[src/rtl/execute_stage_md.sv]
// execute_stage_md
// Execute stage of the pipelined RISC-V core. It contains the following parts:
// - Operand forwarding.
// - A single-cycle ALU.
// - BEQ/BNE branch resolution.
// - The EX/MEM pipeline register.
// - An iterative multiply/divide unit (MUL, MULHU, DIVU, REMU).
//
// The MD unit takes XLEN+2 cycles. While it runs, StallE holds the D and E
// stages and MEM receives bubbles.
//
// Ports:
//   clk, rst                  clock; synchronous active-high reset
//   RegWriteE, MemWriteE, ResultSrcE, BranchE, ALUSrcE, BranchNeE
//                             decoded controls of the op in E
//   ALUControlE[3:0]          operation select (1xxx with [2]=0 selects MD)
//   RD1_E, RD2_E, Imm_Ext_E, PCE, PCPlus4E, ResultW
//                             operands, PC values and writeback value
//   RD_E                      destination register
//   ForwardA_E, ForwardB_E    00/11 regfile, 01 ResultW, 10 ALU_ResultM
//   FlushE                    kill the op in E
//   StallE, PCSrcE, PCTargetE combinational hazard/branch outputs
//   RegWriteM ... ALU_ResultM registered EX/MEM outputs
module execute_stage_md #(
  parameter int XLEN    = 32,
  parameter int RADDR_W = 5
) (
  input  logic               clk,
  input  logic               rst,
  input  logic               RegWriteE,
  input  logic               MemWriteE,
  input  logic               ResultSrcE,
  input  logic               BranchE,
  input  logic               ALUSrcE,
  input  logic               BranchNeE,
  input  logic [3:0]         ALUControlE,
  input  logic [XLEN-1:0]    RD1_E,
  input  logic [XLEN-1:0]    RD2_E,
  input  logic [XLEN-1:0]    Imm_Ext_E,
  input  logic [XLEN-1:0]    PCE,
  input  logic [XLEN-1:0]    PCPlus4E,
  input  logic [XLEN-1:0]    ResultW,
  input  logic [RADDR_W-1:0] RD_E,
  input  logic [1:0]         ForwardA_E,
  input  logic [1:0]         ForwardB_E,
  input  logic               FlushE,
  output logic               StallE,
  output logic               PCSrcE,
  output logic [XLEN-1:0]    PCTargetE,
  output logic               RegWriteM,
  output logic               MemWriteM,
  output logic               ResultSrcM,
  output logic [RADDR_W-1:0] RD_M,
  output logic [XLEN-1:0]    PCPlus4M,
  output logic [XLEN-1:0]    WriteDataM,
  output logic [XLEN-1:0]    ALU_ResultM
);

  localparam int SH_W  = $clog2(XLEN);
  localparam int CNT_W = $clog2(XLEN);
  localparam logic [CNT_W-1:0] CNT_LAST = CNT_W'(XLEN - 1);
  localparam logic [CNT_W-1:0] CNT_ONE  = {{(CNT_W-1){1'b0}}, 1'b1};
  localparam logic [XLEN-1:0]  ZERO_X   = {XLEN{1'b0}};

  typedef enum logic [1:0] {
    ST_IDLE = 2'b00,
    ST_BUSY = 2'b01,
    ST_DONE = 2'b10
  } md_state_t;

  logic [XLEN-1:0]    src_a_s;
  logic [XLEN-1:0]    write_data_s;
  logic [XLEN-1:0]    src_b_s;
  logic [XLEN-1:0]    add_s;
  logic [XLEN-1:0]    sub_s;
  logic [XLEN-1:0]    alu_result_s;
  logic               zero_s;
  logic               md_op_s;
  logic               md_start_s;
  md_state_t          state_r;
  md_state_t          state_nxt_s;
  logic [CNT_W-1:0]   cnt_r;
  logic [XLEN-1:0]    md_hi_r;
  logic [XLEN-1:0]    md_lo_r;
  logic [XLEN-1:0]    md_b_r;
  logic [1:0]         md_sel_r;
  logic               md_reg_write_r;
  logic               md_mem_write_r;
  logic               md_result_src_r;
  logic [RADDR_W-1:0] md_rd_r;
  logic [XLEN-1:0]    md_pc_plus4_r;
  logic [XLEN-1:0]    md_write_data_r;
  logic [XLEN:0]      mul_sum_s;
  logic [XLEN:0]      div_rem_sh_s;
  logic [XLEN:0]      div_trial_s;
  logic [XLEN-1:0]    md_result_s;

  // Operand forwarding; select 11 falls back to the register file value.
  always_comb begin
    src_a_s      = RD1_E;
    write_data_s = RD2_E;
    case (ForwardA_E)
      2'b01:   src_a_s = ResultW;
      2'b10:   src_a_s = ALU_ResultM;
      default: src_a_s = RD1_E;
    endcase
    case (ForwardB_E)
      2'b01:   write_data_s = ResultW;
      2'b10:   write_data_s = ALU_ResultM;
      default: write_data_s = RD2_E;
    endcase
  end

  assign src_b_s = ALUSrcE ? Imm_Ext_E : write_data_s;
  assign add_s   = src_a_s + src_b_s;
  assign sub_s   = src_a_s - src_b_s;
  assign zero_s  = (sub_s == ZERO_X);

  // Single-cycle ALU; reserved 11xx codes behave as add.
  always_comb begin
    alu_result_s = add_s;
    case (ALUControlE)
      4'b0000: alu_result_s = add_s;
      4'b0001: alu_result_s = sub_s;
      4'b0010: alu_result_s = src_a_s & src_b_s;
      4'b0011: alu_result_s = src_a_s | src_b_s;
      4'b0100: alu_result_s = src_a_s ^ src_b_s;
      4'b0101: alu_result_s = {{(XLEN-1){1'b0}}, ($signed(src_a_s) < $signed(src_b_s))};
      4'b0110: alu_result_s = {{(XLEN-1){1'b0}}, (src_a_s < src_b_s)};
      4'b0111: alu_result_s = src_a_s << src_b_s[SH_W-1:0];
      default: alu_result_s = add_s;
    endcase
  end

  assign md_op_s   = (ALUControlE[3:2] == 2'b10);
  assign StallE    = md_op_s & (state_r != ST_DONE) & ~FlushE;
  assign PCSrcE    = BranchE & (zero_s ^ BranchNeE) & ~StallE;
  assign PCTargetE = PCE + Imm_Ext_E;

  // MD next-state logic; a flush aborts from any state.
  always_comb begin
    state_nxt_s = state_r;
    if (FlushE) begin
      state_nxt_s = ST_IDLE;
    end else begin
      case (state_r)
        ST_IDLE: begin
          if (md_op_s) begin
            state_nxt_s = ST_BUSY;
          end else begin
            state_nxt_s = ST_IDLE;
          end
        end
        ST_BUSY: begin
          if (cnt_r == CNT_LAST) begin
            state_nxt_s = ST_DONE;
          end else begin
            state_nxt_s = ST_BUSY;
          end
        end
        ST_DONE: state_nxt_s = ST_IDLE;
        default: state_nxt_s = ST_IDLE;
      endcase
    end
  end

  // MD state register.
  always_ff @(posedge clk) begin
    if (rst) begin
      state_r <= ST_IDLE;
    end else begin
      state_r <= state_nxt_s;
    end
  end

  assign md_start_s = (state_r == ST_IDLE) & (state_nxt_s == ST_BUSY);

  // Multiply: {hi,lo} starts as {0, multiplicand A}. Each step conditionally
  // adds B into hi, then shifts the whole pair right by one bit.
  assign mul_sum_s = {1'b0, md_hi_r} + (md_lo_r[0] ? {1'b0, md_b_r} : {(XLEN+1){1'b0}});

  // Divide: lo holds the dividend and shifts in quotient bits; hi holds the
  // partial remainder. A zero divisor always "fits", so the result is
  // all-ones for the quotient and the dividend for the remainder.
  assign div_rem_sh_s = {md_hi_r, md_lo_r[XLEN-1]};
  assign div_trial_s  = div_rem_sh_s - {1'b0, md_b_r};

  // Select: bit 0 picks the high half (MULHU, REMU).
  assign md_result_s = md_sel_r[0] ? md_hi_r : md_lo_r;

  // MD datapath: latch operands and controls on start, then iterate.
  always_ff @(posedge clk) begin
    if (rst) begin
      cnt_r           <= {CNT_W{1'b0}};
      md_hi_r         <= ZERO_X;
      md_lo_r         <= ZERO_X;
      md_b_r          <= ZERO_X;
      md_sel_r        <= 2'b00;
      md_reg_write_r  <= 1'b0;
      md_mem_write_r  <= 1'b0;
      md_result_src_r <= 1'b0;
      md_rd_r         <= {RADDR_W{1'b0}};
      md_pc_plus4_r   <= ZERO_X;
      md_write_data_r <= ZERO_X;
    end else if (md_start_s) begin
      cnt_r           <= {CNT_W{1'b0}};
      md_hi_r         <= ZERO_X;
      md_lo_r         <= src_a_s;
      md_b_r          <= src_b_s;
      md_sel_r        <= ALUControlE[1:0];
      md_reg_write_r  <= RegWriteE;
      md_mem_write_r  <= MemWriteE;
      md_result_src_r <= ResultSrcE;
      md_rd_r         <= RD_E;
      md_pc_plus4_r   <= PCPlus4E;
      md_write_data_r <= write_data_s;
    end else if (state_r == ST_BUSY) begin
      cnt_r <= cnt_r + CNT_ONE;
      if (md_sel_r[1]) begin
        md_hi_r <= div_trial_s[XLEN] ? div_rem_sh_s[XLEN-1:0] : div_trial_s[XLEN-1:0];
        md_lo_r <= {md_lo_r[XLEN-2:0], ~div_trial_s[XLEN]};
      end else begin
        md_hi_r <= mul_sum_s[XLEN:1];
        md_lo_r <= {mul_sum_s[0], md_lo_r[XLEN-1:1]};
      end
    end else begin
      cnt_r <= cnt_r;
    end
  end

  // EX/MEM register: bubble on reset, flush or stall; MD result in DONE.
  always_ff @(posedge clk) begin
    if (rst || FlushE || StallE) begin
      RegWriteM   <= 1'b0;
      MemWriteM   <= 1'b0;
      ResultSrcM  <= 1'b0;
      RD_M        <= {RADDR_W{1'b0}};
      PCPlus4M    <= ZERO_X;
      WriteDataM  <= ZERO_X;
      ALU_ResultM <= ZERO_X;
    end else if (state_r == ST_DONE) begin
      RegWriteM   <= md_reg_write_r;
      MemWriteM   <= md_mem_write_r;
      ResultSrcM  <= md_result_src_r;
      RD_M        <= md_rd_r;
      PCPlus4M    <= md_pc_plus4_r;
      WriteDataM  <= md_write_data_r;
      ALU_ResultM <= md_result_s;
    end else begin
      RegWriteM   <= RegWriteE;
      MemWriteM   <= MemWriteE;
      ResultSrcM  <= ResultSrcE;
      RD_M        <= RD_E;
      PCPlus4M    <= PCPlus4E;
      WriteDataM  <= write_data_s;
      ALU_ResultM <= alu_result_s;
    end
  end

endmodule

[config.mk]
export PLATFORM = sky130hd
export DESIGN_NAME = execute_stage_md
export DESIGN_NICKNAME = d
export VERILOG_FILES = /design/src/rtl/execute_stage_md.sv
export SDC_FILE = /design/constraint.sdc
export NUM_CORES = 1
export LEC_CHECK = 0
export ABC_AREA = 1
export BUFFER_PORTS_ARGS = -buffer_cell sky130_fd_sc_hd__buf_2
export CORE_MARGIN = 2
export CORE_UTILIZATION = 45
export CTS_CLUSTER_DIAMETER = 150
export DETAILED_ROUTE_END_ITERATION = 8
export PLACE_DENSITY = 0.61
export SLEW_MARGIN = 30
export SYNTH_ARGS = -nofsm -noshare
export SYNTH_HDL_FRONTEND = slang
export SYNTH_SLANG_ARGS = --single-unit
[constraint.sdc]
create_clock -name clk -period 3.9 [get_ports clk]
set_input_delay 0.195 -clock clk [delete_from_list [all_inputs] [get_ports clk]]
set_output_delay 0.195 -clock clk [all_outputs]
set_load 0.05 [all_outputs]
==> results.json, run 1 <==
{
  "outcome": "complete, but fails checks",
  "violations": "setup timing",
  "synth_seq_cells": 281,
  "drt_wl_total_um": 141000,
  "worst_slew_pin_slew_ns": 1.04,
  "min_period_ns": 3.94,
  "tritoncts": "built",
  "grt_max_degree": 103,
  "switching_power_w": 0.00629,
  "start_util": 0.455,
  "cp.arrival_ns": 3.75,
  "rsz0062_at_grt": "true",
  "drc": 0,
  "detail-route-antenna-nets": 0,
  "powerDensity_nw_per_um2": 403,
  "finalHoldViolCount": 0,
  "min_path_type": "in2reg",
  "htree_num_levels": 2,
  "fmax_mhz": 254,
  "async_flop_share": 0,
  "yosys_warnings": 0,
  "power_switching_share": 0.441,
  "cp.required_ns": 3.70,
  "clk_pin_slew_ns": 0.07,
  "via_count": 34607,
  "drt_iter0_drc": 4260,
  "grt_usage": 0.447,
  "combPwrFrac": 0.533,
  "area_delta_synth_final_pct": 34.3,
  "skew_ns": 0.0291,
  "start_kind": "flop",
  "numClockSinks": 281,
  "intPower_w": 0.00796,
  "vias_per_cell": 5.83,
  "pre_cts_ws_ns": -0.466,
  "final_nets": 5557,
  "yosysTopAreaCellShare": 0.214,
  "avgSynthCellArea_um2": 6.04,
  "synth_top_area_cell": "dfxtp_1",
  "crit_chain": "nand2_1 > nand2_1 > nand2_1 > o21ai_1 > inv_2 > o21ai_4 > inv_2 > ha_4 > a21oi_4 > buf_4 > nand2_4 > buf_4 > xor2_1 > nor2_1 > nand4_1 > nor2_4 > nand4_1 > a21oi_4 > buf_6",
  "clkPwrFrac": 0.246,
  "dpl.cell_count": 5761,
  "drive_gt1_frac": 0.253,
  "fin_util": 0.612,
  "rows": 88,
  "synth_edf_count": 0,
  "ios": 352,
  "power_leakage_nw": 18.0,
  "reg2regPathDepth": 28,
  "place.gp.congestion": 1.09,
  "ys_top_cells_by_area": "dfxtp_1 (21%), nand2_1 (16%), ha_1 (9.4%)",
  "syn_nets": 4773,
  "clock_latency_ns": 0.58,
  "final_cell_count_no_fill": 5934,
  "fp.dieH_um": 246,
  "cts-root-buf": "clkbuf_16",
  "die_area_um2": 60500,
  "synth.yosys.seq_area_share": 0.214,
  "dp.final_hpwl_um": 112000,
  "power.total_w": 0.0142,
  "drt_first_pass_iters": 7,
  "grt_overflow": 0,
  "max_cap_violations": 0,
  "io_buffers": 351,
  "setup_tns_ns": -0.0401,
  "crit_fanout": 4,
  "synthCells": 4356,
  "clockBufferDepth": 3,
  "min_path_cells": 3,
  "crit_type": "reg2out",
  "antenna_found_initial": 14,
  "ys.flop_type": "dfxtp_1",
  "max_stage_delay_ns": 0.36,
  "synthesis.area_um2": 26300,
  "cp_slowest_cell": "dfxtp_2",
  "cts_buffers": 34,
  "pwr-share-seq": 0.220,
  "vdd_ir_drop_max_mv": 0.454,
  "grt_pass1_vias": 31892,
  "finalCritPeriodShare": 1.01,
  "synth_cell_type_count": 62,
  "grt_pass1_wl_um": 202000,
  "cp_common_cell": "nand2_1",
  "finalSetupViolCount": 1,
  "wire_per_inst_um": 23.8,
  "maxSlewViolCount": 0,
  "die_w_um": 246,
  "cp-end-kind": "output port",
  "core_um2": 57800,
  "slew_headroom": 0.305,
  "setup_ws_ns": -0.0401
}
path summary, 6_finish.rpt:
path	end	slack, ns	start
max reg2reg	WriteDataM[0]	0.18	ALU_ResultM[0]
max	PCSrcE	-0.04	ALU_ResultM[4]
min	md_sel_r[0]	0.05	ALUControlE[0]
min reg2reg	md_write_data_r[25]	0.45	md_write_data_r[25]
cells in the final DEF, fill, tap and decap left out, drive strengths merged, types with 4 or more instances in the layout:
cell type	count
nand2	1112
buf	904
inv	617
o21ai	411
nand3	382
a21oi	381
nor2	313
dfxtp	281
ha	198
xor2	53
or2	47
o22ai	45
dlygate4sd3	42
clkbuf	42
a32o	40
nand4	38
o211ai	30
nor3	29
a22o	26
a31oi	23
o21bai	21
xnor2	20
o221ai	15
a21o	11
a211oi	9
a21boi	8
diode	7
o21a	7
o31ai	7
nor4	7
clkinv	7
a221oi	6
o2111ai	6
bufinv	6
fa	5
nand3b	4
layer usage:
metal | up-vias | share of wire | track usage
met5 | - | 0.00052 | 0
met4 | 10 | 0.068 | 0.263
met3 | 504 | 0.10 | 0.0951
met2 | 2131 | 0.43 | 0.700
met1 | 16004 | 0.39 | 0.564
li1 | 15958 | - | -
synthesized netlist by cell type, types with 10 or more instances:
library cell and n:
a21o_1 11, a21oi_1 377, a22o_1 26, a31oi_1 22
a32o_1 40, buf_1 15, buf_2 68, buf_6 10
clkbuf_1 98, dfxtp_1 281, ha_1 198, inv_1 584
inv_2 30, nand2_1 1099, nand2_2 10, nand3_1 373
nand4_1 38, nor2_1 302, nor3_1 29, o211ai_1 29
o21ai_0 339, o21ai_1 67, o21bai_1 20, o221ai_1 15
o22ai_1 45, or2_2 38, xnor2_1 20, xor2_1 53
critical path, delay by kind of cell (launching register included):
| kind | cells | cell delay (ns) |
|---|---|---|
| AO/OA/AOI/OAI | 4 | 0.73 |
| XOR/XNOR | 1 | 0.14 |
| adder cells (fa/ha/maj) | 1 | 0.24 |
| buffers and inverters | 5 | 0.65 |
| flip-flops | 1 | 0.36 |
| AND/OR/NAND/NOR | 8 | 1.07 |
per-stage QoR:
step                      hold slack (ns)  instance area, µm²
after floorplan                     0.264               26300
after global placement              0.432               32000
after detailed placement            0.439               32000
after CTS                          0.0391               34500
after global routing               0.0712               35400
final                              0.0467               35400
power by group through the flow:
stage               Clock (W)  Combinational [W]  Sequential (W)
finish                0.00351            0.00760         0.00314
global route          0.00362            0.00800         0.00315
CTS                   0.00352            0.00701         0.00313
detailed placement          0            0.00665         0.00319
global placement            0            0.00667         0.00319
floorplan                   0            0.00346         0.00335
sequential cells by signal, indices dropped and copies added, names as in the netlist, 32 cells and up:
signal,flops
WriteDataM,32
md_lo_r,32
PCPlus4M,32
md_b_r,32
md_write_data_r,32
md_pc_plus4_r,32
md_hi_r,32
ALU_ResultM,32
cells by family (layout without fill, tap and decap cells):
| kind of cell | after synthesis | in the layout | share of synthesized area |
|---|---|---|---|
| buffers and inverters | 813 | 1619 | 0.123 |
| AND/OR/NAND/NOR | 1935 | 1935 | 0.311 |
| adder cells (fa/ha/maj) | 203 | 203 | 0.0979 |
| XOR/XNOR | 73 | 73 | 0.0243 |
| other | 0 | 7 | 0 |
| AO/OA/AOI/OAI | 1051 | 1051 | 0.230 |
| flip-flops | 281 | 281 | 0.214 |
cell type report:
cell class	count	area, µm²
antenna	7	17.5
sequential	281	5680
tap	765	957
clock inverter	17	285
timing repair buffer	947	6590
clock buffer	41	917
multi-input combinational	3262	18600
fill	5634	22400
inverter	614	2310
timing repair:
item                                   in CTS  in global routing
endpoints found under the hold margin      82                  0
pin swaps                                  32                 68
hold buffers                               42                  0
gates resized for setup                   177                180
setup buffers                              36                 30
setup endpoints to repair                   1                  3
cloned                                      1                  1
Note: power is estimated with default switching activity, not from simulation.
==> run 2: changes to the inputs <==
--- a/config.mk
+++ b/config.mk
@@ -9,6 +9,7 @@
 export BUFFER_PORTS_ARGS = -buffer_cell sky130_fd_sc_hd__buf_2
 export CORE_MARGIN = 2
 export CORE_UTILIZATION = 45
+export CTS_BUF_LIST = sky130_fd_sc_hd__clkbuf_4 sky130_fd_sc_hd__clkbuf_8
 export CTS_CLUSTER_DIAMETER = 150
 export DETAILED_ROUTE_END_ITERATION = 8
 export PLACE_DENSITY = 0.61
==> results.json, run 2 (synthesis results as in run 1) <==
{
  "outcome": "complete, but fails checks",
  "violations": "setup timing",
  "fp.dieH_um": 246,
  "pwr-share-seq": 0.221,
  "min_path_type": "in2reg",
  "wire_per_inst_um": 23.8,
  "dp.final_hpwl_um": 112000,
  "drc": 0,
  "combPwrFrac": 0.543,
  "cp.arrival_ns": 3.90,
  "maxSlewViolCount": 0,
  "max_cap_violations": 0,
  "rsz0062_at_grt": "true",
  "clock_latency_ns": 0.71,
  "area_delta_synth_final_pct": 35.5,
  "regToRegStartpoint": "ALU_ResultM[0]",
  "grt_usage": 0.452,
  "setup_tns_ns": -0.216,
  "startpoint": "ALU_ResultM[4]",
  "grt_overflow": 0,
  "drt_iter0_drc": 4365,
  "power_leakage_nw": 18.2,
  "power_switching_share": 0.451,
  "crit_fanout": 4,
  "cts-root-buf": "clkbuf_8",
  "place.gp.congestion": 1.09,
  "cp-end-kind": "output port",
  "switching_power_w": 0.00641,
  "clockBufferDepth": 3,
  "start_kind": "flop",
  "grt_max_degree": 103,
  "max_stage_delay_ns": 0.35,
  "worst_slew_pin_slew_ns": 1.06,
  "slew_headroom": 0.294,
  "min_period_ns": 4.09,
  "multiInputGateArea_um2": 18800,
  "die_area_um2": 60500,
  "setup_ws_ns": -0.194,
  "crit_chain": "nand2_1 > nand2_1 > nand2_1 > o21ai_1 > inv_2 > o21ai_4 > inv_2 > ha_4 > a21oi_4 > buf_6 > nand2_4 > buf_4 > xor2_1 > nor2_1 > nand4_1 > nor2_4 > nand4_1 > a21oi_4 > buf_6",
  "htree_num_levels": 2,
  "final_nets": 5588,
  "finalCritPeriodShare": 1.05,
  "crit_type": "reg2out",
  "drt_wl_total_um": 142000,
  "cp_common_cell": "nand2_1",
  "fin_util": 0.617,
  "drive_gt1_frac": 0.263,
  "drt_first_pass_iters": 6,
  "grt_pass1_wl_um": 204000,
  "mostFrequentLayoutCells": "nand2_1 (1028), inv_1 (574), buf_4 (527)",
  "worst_hold_slack_ns": 0.0200,
  "dpl.cell_count": 5761,
  "detail-route-antenna-nets": 0,
  "place_area_um2": 32000,
  "powerDensity_nw_per_um2": 399,
  "start_util": 0.455,
  "vias_per_cell": 5.77,
  "rows": 88,
  "cp.required_ns": 3.70,
  "vdd_ir_drop_max_mv": 0.313,
  "seqCellArea_um2": 5680,
  "final_cell_count_no_fill": 5981,
  "tritoncts": "built",
  "grt_pass1_vias": 32182,
  "clk_pin_slew_ns": 0.07,
  "reg2regPathDepth": 29,
  "intPower_w": 0.00782,
  "fill_cells": 5632,
  "skew_ns": 0.0631,
  "finalHoldViolCount": 0,
  "cp_slowest_cell": "dfxtp_2",
  "final_common_cell": "nand2_1",
  "antenna_found_initial": 10,
  "die_w_um": 246,
  "cts_buffers": 50,
  "crit_end": "PCSrcE",
  "io_buffers": 351,
  "finalSetupViolCount": 3,
  "ios": 352,
  "via_count": 34533,
  "r2r_end": "WriteDataM[0]",
  "fmax_mhz": 244,
  "rrSetupSlack_ns": -0.02,
  "numClockSinks": 281,
  "final_area_um2": 35700,
  "core_um2": 57800,
  "clkPwrFrac": 0.237
}
run 2: changes by cell type in the layout (fill, tap and decap cells not counted), moves of 5 or more:
cell,previous run,this run
clkbuf_8,4,63
clkbuf_16,35,0
nand2_1,1043,1028
dlygate4sd3_1,42,53
nand2_4,14,23
buf_6,10,18
clkbuf_4,0,8
nand2_2,55,61
clkinv_2,6,11
run 2: repair_timing:
item / CTS / global route
gates resized for setup: 234 / 170
hold buffers: 53 / 0
cloned: 1 / 0
pin swaps: 54 / 101
endpoints found under the hold margin: 100 / 0
buffers inserted: 47 / 28
endpoints found under the setup margin: 1 / 3
run 2: through the flow:
stage,worst slack [ns],total power [W]
finish,-0.194,0.0142
global route,-0.325,0.0148
CTS,-0.0859,0.0136
detailed placement,-0.466,0.00983
global placement,-0.466,0.00986
floorplan,0.0600,0.00681
run 2: worst max-delay path: cells and delay by family (launching register included):
family,cells,cell delay (ns)
fa+ha+maj,1,0.25
simple gates,8,1.05
compound gates,4,0.73
buf+inv,5,0.66
xor+xnor,1,0.15
flops,1,0.35
run 2: power by group through the flow:
stage	Sequential (W)	Combinational, W	Clock, W
5_1_grt	0.00315	0.00812	0.00349
4_1_cts	0.00313	0.00712	0.00338
2_1_floorplan	0.00335	0.00346	0
6_report	0.00314	0.00772	0.00337
3_3_place_gp	0.00319	0.00667	0
3_5_place_dp	0.00319	0.00665	0
run 2: final cells by class:
| class | count | area share |
|---|---|---|
| diodes | 5 | 0.000351 |
| clock buffers | 71 | 0.0260 |
| clock inverters | 21 | 0.00768 |
| inverters | 614 | 0.0647 |
| multi-input cells | 3262 | 0.526 |
| flip-flops and latches | 281 | 0.159 |
| well taps | 765 | 0.0268 |
| repair buffers | 962 | 0.189 |
run 2: worst min-delay path by stage:
stage                              startpoint             endpoint  slack, ns  cells after the start
final                               RD2_E[12]       WriteDataM[12]       0.02                      6
after detailed placement  md_write_data_r[27]  md_write_data_r[27]       0.44                      2
after global placement    md_write_data_r[23]  md_write_data_r[23]       0.43                      2
after CTS                           RD2_E[12]       WriteDataM[12]      0.006                      6
after floorplan                           rst           md_lo_r[0]       0.26                      1
after global routing                RD2_E[12]       WriteDataM[12]       0.05                      6
run 2: metal layers:
layer | share of wire | global-route usage
met5 | 0.00028 | 0
met4 | 0.066 | 0.250
met3 | 0.11 | 0.0995
met1 | 0.39 | 0.568
met2 | 0.43 | 0.715
